--- config.mk ---
export PLATFORM = sky130hd
export DESIGN_NAME = lsu_ctrl
export DESIGN_NICKNAME = d
export VERILOG_FILES = /design/src/rtl/lsu_ctrl.sv
export SDC_FILE = /design/constraint.sdc
export NUM_CORES = 1
export LEC_CHECK = 0
export CAP_MARGIN = 5
export CORE_ASPECT_RATIO = 0.75
export CORE_MARGIN = 2
export CORE_UTILIZATION = 30
export CTS_BUF_LIST = sky130_fd_sc_hd__clkbuf_2 sky130_fd_sc_hd__clkbuf_4 sky130_fd_sc_hd__clkbuf_8
export DETAILED_ROUTE_END_ITERATION = 10
export DONT_BUFFER_PORTS = 1
export PLACE_DENSITY = 0.51
export SLEW_MARGIN = 20
export SYNTH_ARGS = -nofsm -noshare
export SYNTH_HDL_FRONTEND = slang
export SYNTH_SLANG_ARGS = --single-unit
--- constraint.sdc ---
create_clock -name CLK -period 2.2 [get_ports CLK]
set_clock_uncertainty 0.2 [all_clocks]
set_input_delay 0.66 -clock CLK [delete_from_list [all_inputs] [get_ports CLK]]
set_output_delay 0.66 -clock CLK [all_outputs]
set_load 0.05 [all_outputs]
--- src/rtl/lsu_ctrl.sv ---
// lsu_ctrl: load/store unit controller that sequences one request at a time through the memory stage.
// Optional macro LSU_MISALIGN_TRAP_EN turns misaligned halfword/word accesses into faults instead of aligning them.
module lsu_ctrl #(
  parameter int unsigned RD_LAT = 4,
  parameter int unsigned WR_LAT = 2
) (
  input  logic        CLK,
  input  logic        RST,
  input  logic        req_valid,
  output logic        req_ready,
  input  logic        is_load,
  input  logic        is_store,
  input  logic [2:0]  funct3,
  input  logic [31:0] addr,
  input  logic [31:0] st_data,
  input  logic [4:0]  rd_in,
  output logic        mem_stall,
  output logic [2:0]  mem_opcode,
  output logic [11:0] mem_addr,
  output logic [31:0] mem_wdata,
  input  logic [31:0] mem_rdata,
  output logic        resp_valid,
  output logic        resp_err,
  output logic [31:0] resp_data,
  output logic [4:0]  resp_rd
);

  localparam logic [2:0] OP_IDLE = 3'b010;

  typedef enum logic [1:0] {
    ST_IDLE   = 2'd0,
    ST_ACCESS = 2'd1,
    ST_RESP   = 2'd2
  } state_t;

  state_t      state_reg, state_next;
  logic [2:0]  cnt_reg, cnt_next;
  logic        accept;
  logic [2:0]  op_dec;
  logic        op_ok;
  logic [1:0]  size_log2;
  logic        fault;
  logic [11:0] addr_clr_mask;
  logic [11:0] addr_eff;

  logic [2:0]  op_reg;
  logic [11:0] addr_reg;
  logic [31:0] wdata_reg;
  logic [4:0]  rd_reg;
  logic        load_reg;

  logic        mem_stall_reg;
  logic [2:0]  mem_opcode_reg;
  logic [11:0] mem_addr_reg;
  logic [31:0] mem_wdata_reg;
  logic        resp_valid_reg;
  logic        resp_err_reg;
  logic [31:0] resp_data_reg;
  logic [4:0]  resp_rd_reg;

  assign req_ready = (state_reg == ST_IDLE);
  assign accept    = req_valid && (state_reg == ST_IDLE);

  // Class/funct3 decode; op_ok is false for both-or-neither class and for unmapped funct3.
  always_comb begin
    op_dec    = 3'b000;
    op_ok     = 1'b0;
    size_log2 = 2'd0;
    if (is_load && !is_store) begin
      case (funct3)
        3'b000:  begin op_dec = 3'b000; op_ok = 1'b1; size_log2 = 2'd0; end
        3'b001:  begin op_dec = 3'b001; op_ok = 1'b1; size_log2 = 2'd1; end
        3'b010:  begin op_dec = 3'b010; op_ok = 1'b1; size_log2 = 2'd2; end
        3'b100:  begin op_dec = 3'b110; op_ok = 1'b1; size_log2 = 2'd0; end
        3'b101:  begin op_dec = 3'b111; op_ok = 1'b1; size_log2 = 2'd1; end
        default: begin op_dec = 3'b000; op_ok = 1'b0; size_log2 = 2'd0; end
      endcase
    end else if (is_store && !is_load) begin
      case (funct3)
        3'b000:  begin op_dec = 3'b011; op_ok = 1'b1; size_log2 = 2'd0; end
        3'b001:  begin op_dec = 3'b100; op_ok = 1'b1; size_log2 = 2'd1; end
        3'b010:  begin op_dec = 3'b101; op_ok = 1'b1; size_log2 = 2'd2; end
        default: begin op_dec = 3'b000; op_ok = 1'b0; size_log2 = 2'd0; end
      endcase
    end
  end

`ifdef LSU_MISALIGN_TRAP_EN
  logic misalign;
  always_comb begin
    misalign      = ((size_log2 == 2'd1) && addr[0]) ||
                    ((size_log2 == 2'd2) && (addr[1:0] != 2'b00));
    fault         = !op_ok || (addr[31:12] != 20'd0) || misalign;
    addr_clr_mask = 12'd0;
  end
`else
  // Without trapping, the offending low bits are simply dropped.
  always_comb begin
    fault         = !op_ok || (addr[31:12] != 20'd0);
    addr_clr_mask = {10'd0, (size_log2 == 2'd2), (size_log2 != 2'd0)};
  end
`endif

  genvar gi;
  generate
    for (gi = 0; gi < 12; gi++) begin : g_addr_eff
      assign addr_eff[gi] = addr[gi] & ~addr_clr_mask[gi];
    end
  endgenerate

  always_comb begin
    state_next = state_reg;
    cnt_next   = cnt_reg;
    case (state_reg)
      ST_IDLE: begin
        if (accept) begin
          if (fault) begin
            state_next = ST_RESP;
          end else begin
            state_next = ST_ACCESS;
            cnt_next   = is_load ? 3'(RD_LAT) : 3'(WR_LAT);
          end
        end
      end
      ST_ACCESS: begin
        cnt_next = cnt_reg - 3'd1;
        if (cnt_reg <= 3'd1) begin
          state_next = ST_RESP;
          cnt_next   = 3'd0;
        end
      end
      ST_RESP: begin
        state_next = ST_IDLE;
      end
      default: begin
        state_next = ST_IDLE;
        cnt_next   = 3'd0;
      end
    endcase
  end

  // Outputs are registered from the next state so they line up with state_reg.
  always_ff @(posedge CLK) begin
    if (RST) begin
      state_reg      <= ST_IDLE;
      cnt_reg        <= 3'd0;
      op_reg         <= 3'd0;
      addr_reg       <= 12'd0;
      wdata_reg      <= 32'd0;
      rd_reg         <= 5'd0;
      load_reg       <= 1'b0;
      mem_stall_reg  <= 1'b1;
      mem_opcode_reg <= OP_IDLE;
      mem_addr_reg   <= 12'd0;
      mem_wdata_reg  <= 32'd0;
      resp_valid_reg <= 1'b0;
      resp_err_reg   <= 1'b0;
      resp_data_reg  <= 32'd0;
      resp_rd_reg    <= 5'd0;
    end else begin
      state_reg <= state_next;
      cnt_reg   <= cnt_next;
      if (accept) begin
        op_reg    <= op_dec;
        addr_reg  <= addr_eff;
        wdata_reg <= st_data;
        rd_reg    <= rd_in;
        load_reg  <= is_load;
      end

      mem_stall_reg <= (state_next != ST_ACCESS);
      if (state_next == ST_ACCESS) begin
        mem_opcode_reg <= accept ? op_dec   : op_reg;
        mem_addr_reg   <= accept ? addr_eff : addr_reg;
        mem_wdata_reg  <= accept ? st_data  : wdata_reg;
      end else begin
        mem_opcode_reg <= OP_IDLE;
        mem_addr_reg   <= 12'd0;
        mem_wdata_reg  <= 32'd0;
      end

      resp_valid_reg <= (state_next == ST_RESP);
      resp_err_reg   <= (state_next == ST_RESP) && accept && fault;
      if (state_next == ST_RESP)
        resp_rd_reg <= accept ? rd_in : rd_reg;
      else
        resp_rd_reg <= 5'd0;
      // Load data is taken on the last ACCESS edge; the memory stage has already extended it.
      if ((state_next == ST_RESP) && (state_reg == ST_ACCESS) && load_reg)
        resp_data_reg <= mem_rdata;
      else
        resp_data_reg <= 32'd0;
    end
  end

  assign mem_stall  = mem_stall_reg;
  assign mem_opcode = mem_opcode_reg;
  assign mem_addr   = mem_addr_reg;
  assign mem_wdata  = mem_wdata_reg;
  assign resp_valid = resp_valid_reg;
  assign resp_err   = resp_err_reg;
  assign resp_data  = resp_data_reg;
  assign resp_rd    = resp_rd_reg;

endmodule

==> out/metrics.cfg <==
[layout]
finalNetCount = 726
drive_gt1_frac = 0.1565
final_cell_mix = 145 x dfxtp_1, 143 x nand2_1, 99 x a21oi_1
mostFrequentLayoutCell = dfxtp_1
insertedDiodeCount = 0
syn2layout_area_growth_pct = 17.69
fin_cells = 841

[route]
viasPerCell = 5.001
drc = 1
postRouteAntennaNets = 0
wl_per_cell_um = 16.75
first_pass_iters = 9
vias = 4206
wl_mm = 14.08
drtIter0Drc = 228

[global_routing]
grt_pass1_wl_mm = 22.25
grt_util_all_layers = 0.1550
grt_start_max_net_pins = 119
grt_overflow = 0
antenna_found_initial = 0
grt_pass1_vias = 4236

[sta]
worst_pin_slew_ns = 0.5451
rsz0062_at_grt = no
hold_viol_final = 0
fin_crit_ns = 2.096
setup_viol = 0
max_slew_margin = 0.6361
drv_slew = 0
period_share = 0.9528
fmax_mhz = 477.0
setup_ws_ns = 0.1038
finalSetupTns_ns = 0

[setup_path]
critPathSlowestCell = dfxtp_1
critical_path_class = reg -> out
critPathTopFamily = flip-flops
endpoint_kind = primary output
crit_buf_inv = 1
critical_path.cell_chain = nor2_1, buf_4
worstPathArrival_ns = 1.24
cp_slowest_stage_delay_ns = 0.37
crit_fanout = 5
worstPathRequired_ns = 1.34
critPathLaunchType = flop

[clocking]
cts_root_buf = clkbuf_8
cts.sinks = 145
cts_tree = built
cts-buffers-inserted = 17
htreeDepth = 4
path_clk_slew_ns = 0.07
insertion_delay_ns = 0.44
postCtsSetupRepairBufs = 0
max-clock-path-buffers = 2

[synth]
synth_edf_count = 0
avgSynthCellArea_um2 = 8.850
synth_area_um2 = 5221
ys_seq_area_frac = 0.5560
synth-async-reset-ratio = 0
yosys_warnings = 0
synth_nets = 701
synth_seq_cells = 145
synthDistinctLibCells = 49
synth_ff_type = dfxtp_1
postSynthCellCount = 590

[die]
core_um2 = 16930
die_area_um2 = 18490
ioPinCount = 197
rows = 41
floorplan.initialDensity = 0.3084
die_width_um = 156.3
die_h_um = 118.3

[place]
port_buffers = 0
place_inst = 811
place.gp.congestion = 0.7541
pre_cts_ws_ns = -0.2440
dp_hpwl_mm = 9.391

[status]
status = finished, violations left
violations = DRC

[hold_path]
hold_path_class = in -> reg

[power_and_ir_drop]
p_sw_mw = 1.201
p_sw_frac = 0.2367
p_clk_frac = 0.407
peakVddDrop_mv = 0.3003
p_int_mw = 3.872
seqPwrFrac = 0.540
pwr_density_cell_nw_per_um2 = 825.6
p_leak_nw = 2.207
p_comb_frac = 0.054
finalPower_mw = 5.073

[flow_run]
maxCapViolCount = 0

-- repair_timing --
action	in CTS	in global routing
setup endpoints to repair	32	0
hold buffers	0	0
resized for setup	1	0
-- final timing paths --
kind | start | endpoint | slack (ns) | depth (start not counted)
worst max-delay path | state_reg[1] | req_ready | 0.10 | 2
worst min-delay path | RST | resp_valid | 0.08 | 1
worst max register to register | state_reg[1] | mem_wdata[9] | 0.20 | 5
worst min register to register | wdata_reg[19] | mem_wdata[19] | 0.24 | 2
-- stage by stage --
stage,util,hold slack [ns],instance area [um2]
detailed placement,0.3404,0.2363,5763
global route,0.3630,0.03758,6145
floorplan,-,0.2321,5236
CTS,0.3630,0.04071,6145
global placement,0.3404,0.2308,5763
finish,0.3630,0.08474,6145
-- synthesized netlist by cell type, types with 3 or more instances --
master,instances,area share
a211oi_1,3,0.0043
a21oi_1,100,0.096
a31o_2,4,0.0067
and2_1,34,0.041
buf_1,4,0.0029
buf_2,9,0.0086
clkbuf_1,30,0.022
dfxtp_1,145,0.56
inv_1,4,0.0029
nand2_1,144,0.10
nand2b_1,4,0.0048
nor2_1,10,0.0072
nor2b_1,6,0.0072
nor3_1,3,0.0029
nor4_1,4,0.0048
o21ai_0,4,0.0038
or4_1,42,0.060
-- kinds of logic (layout without fill, tap and decap cells) --
family | after synthesis | in the layout | share of synthesized area
simple gates | 260 | 260 | 0.2535
fa+ha+maj | 2 | 2 | 0.004792
buf+inv | 49 | 85 | 0.03834
mux | 3 | 3 | 0.005991
xor+xnor | 2 | 2 | 0.003356
flops | 145 | 145 | 0.5560
compound gates | 129 | 129 | 0.1380
-- cell type report --
cell class / instances / area (um2)
Fill cell: 1744 / 10780
Timing Repair Buffer: 51 / 420.4
Clock buffer: 20 / 269.0
Multi-Input combinational cell: 396 / 2157
Inverter: 4 / 15.01
Clock inverter: 10 / 111.4
Sequential cell: 145 / 2903
Tap cell: 215 / 269.0
-- power by group through the flow --
stage | Combinational (mW) | Clock [mW] | Sequential (mW)
final | 0.273 | 2.06 | 2.74
after CTS | 0.272 | 2.14 | 2.74
after global routing | 0.304 | 2.27 | 2.74
after floorplan | 0.187 | 0 | 2.79
after global placement | 0.265 | 0 | 2.80
after detailed placement | 0.271 | 0 | 2.80
-- layer usage --
metal  vias to the layer above  global-route usage  share of wire
met5                         -                   0              0
met4                         0             0.05619          0.011
met3                        10             0.06234          0.084
met2                       161              0.2255           0.44
met1                      1969              0.2060           0.46
li1                       2066                   -              -
-- worst register-to-register path: stages (launching register included) --
cell and delay [ns]:
dfxtp_1 0.37, nor3b_4 0.29, buf_4 0.29, nand2_1 0.14, or4_1 0.40, a21oi_1 0.23
(Power assumes the default switching activity.)
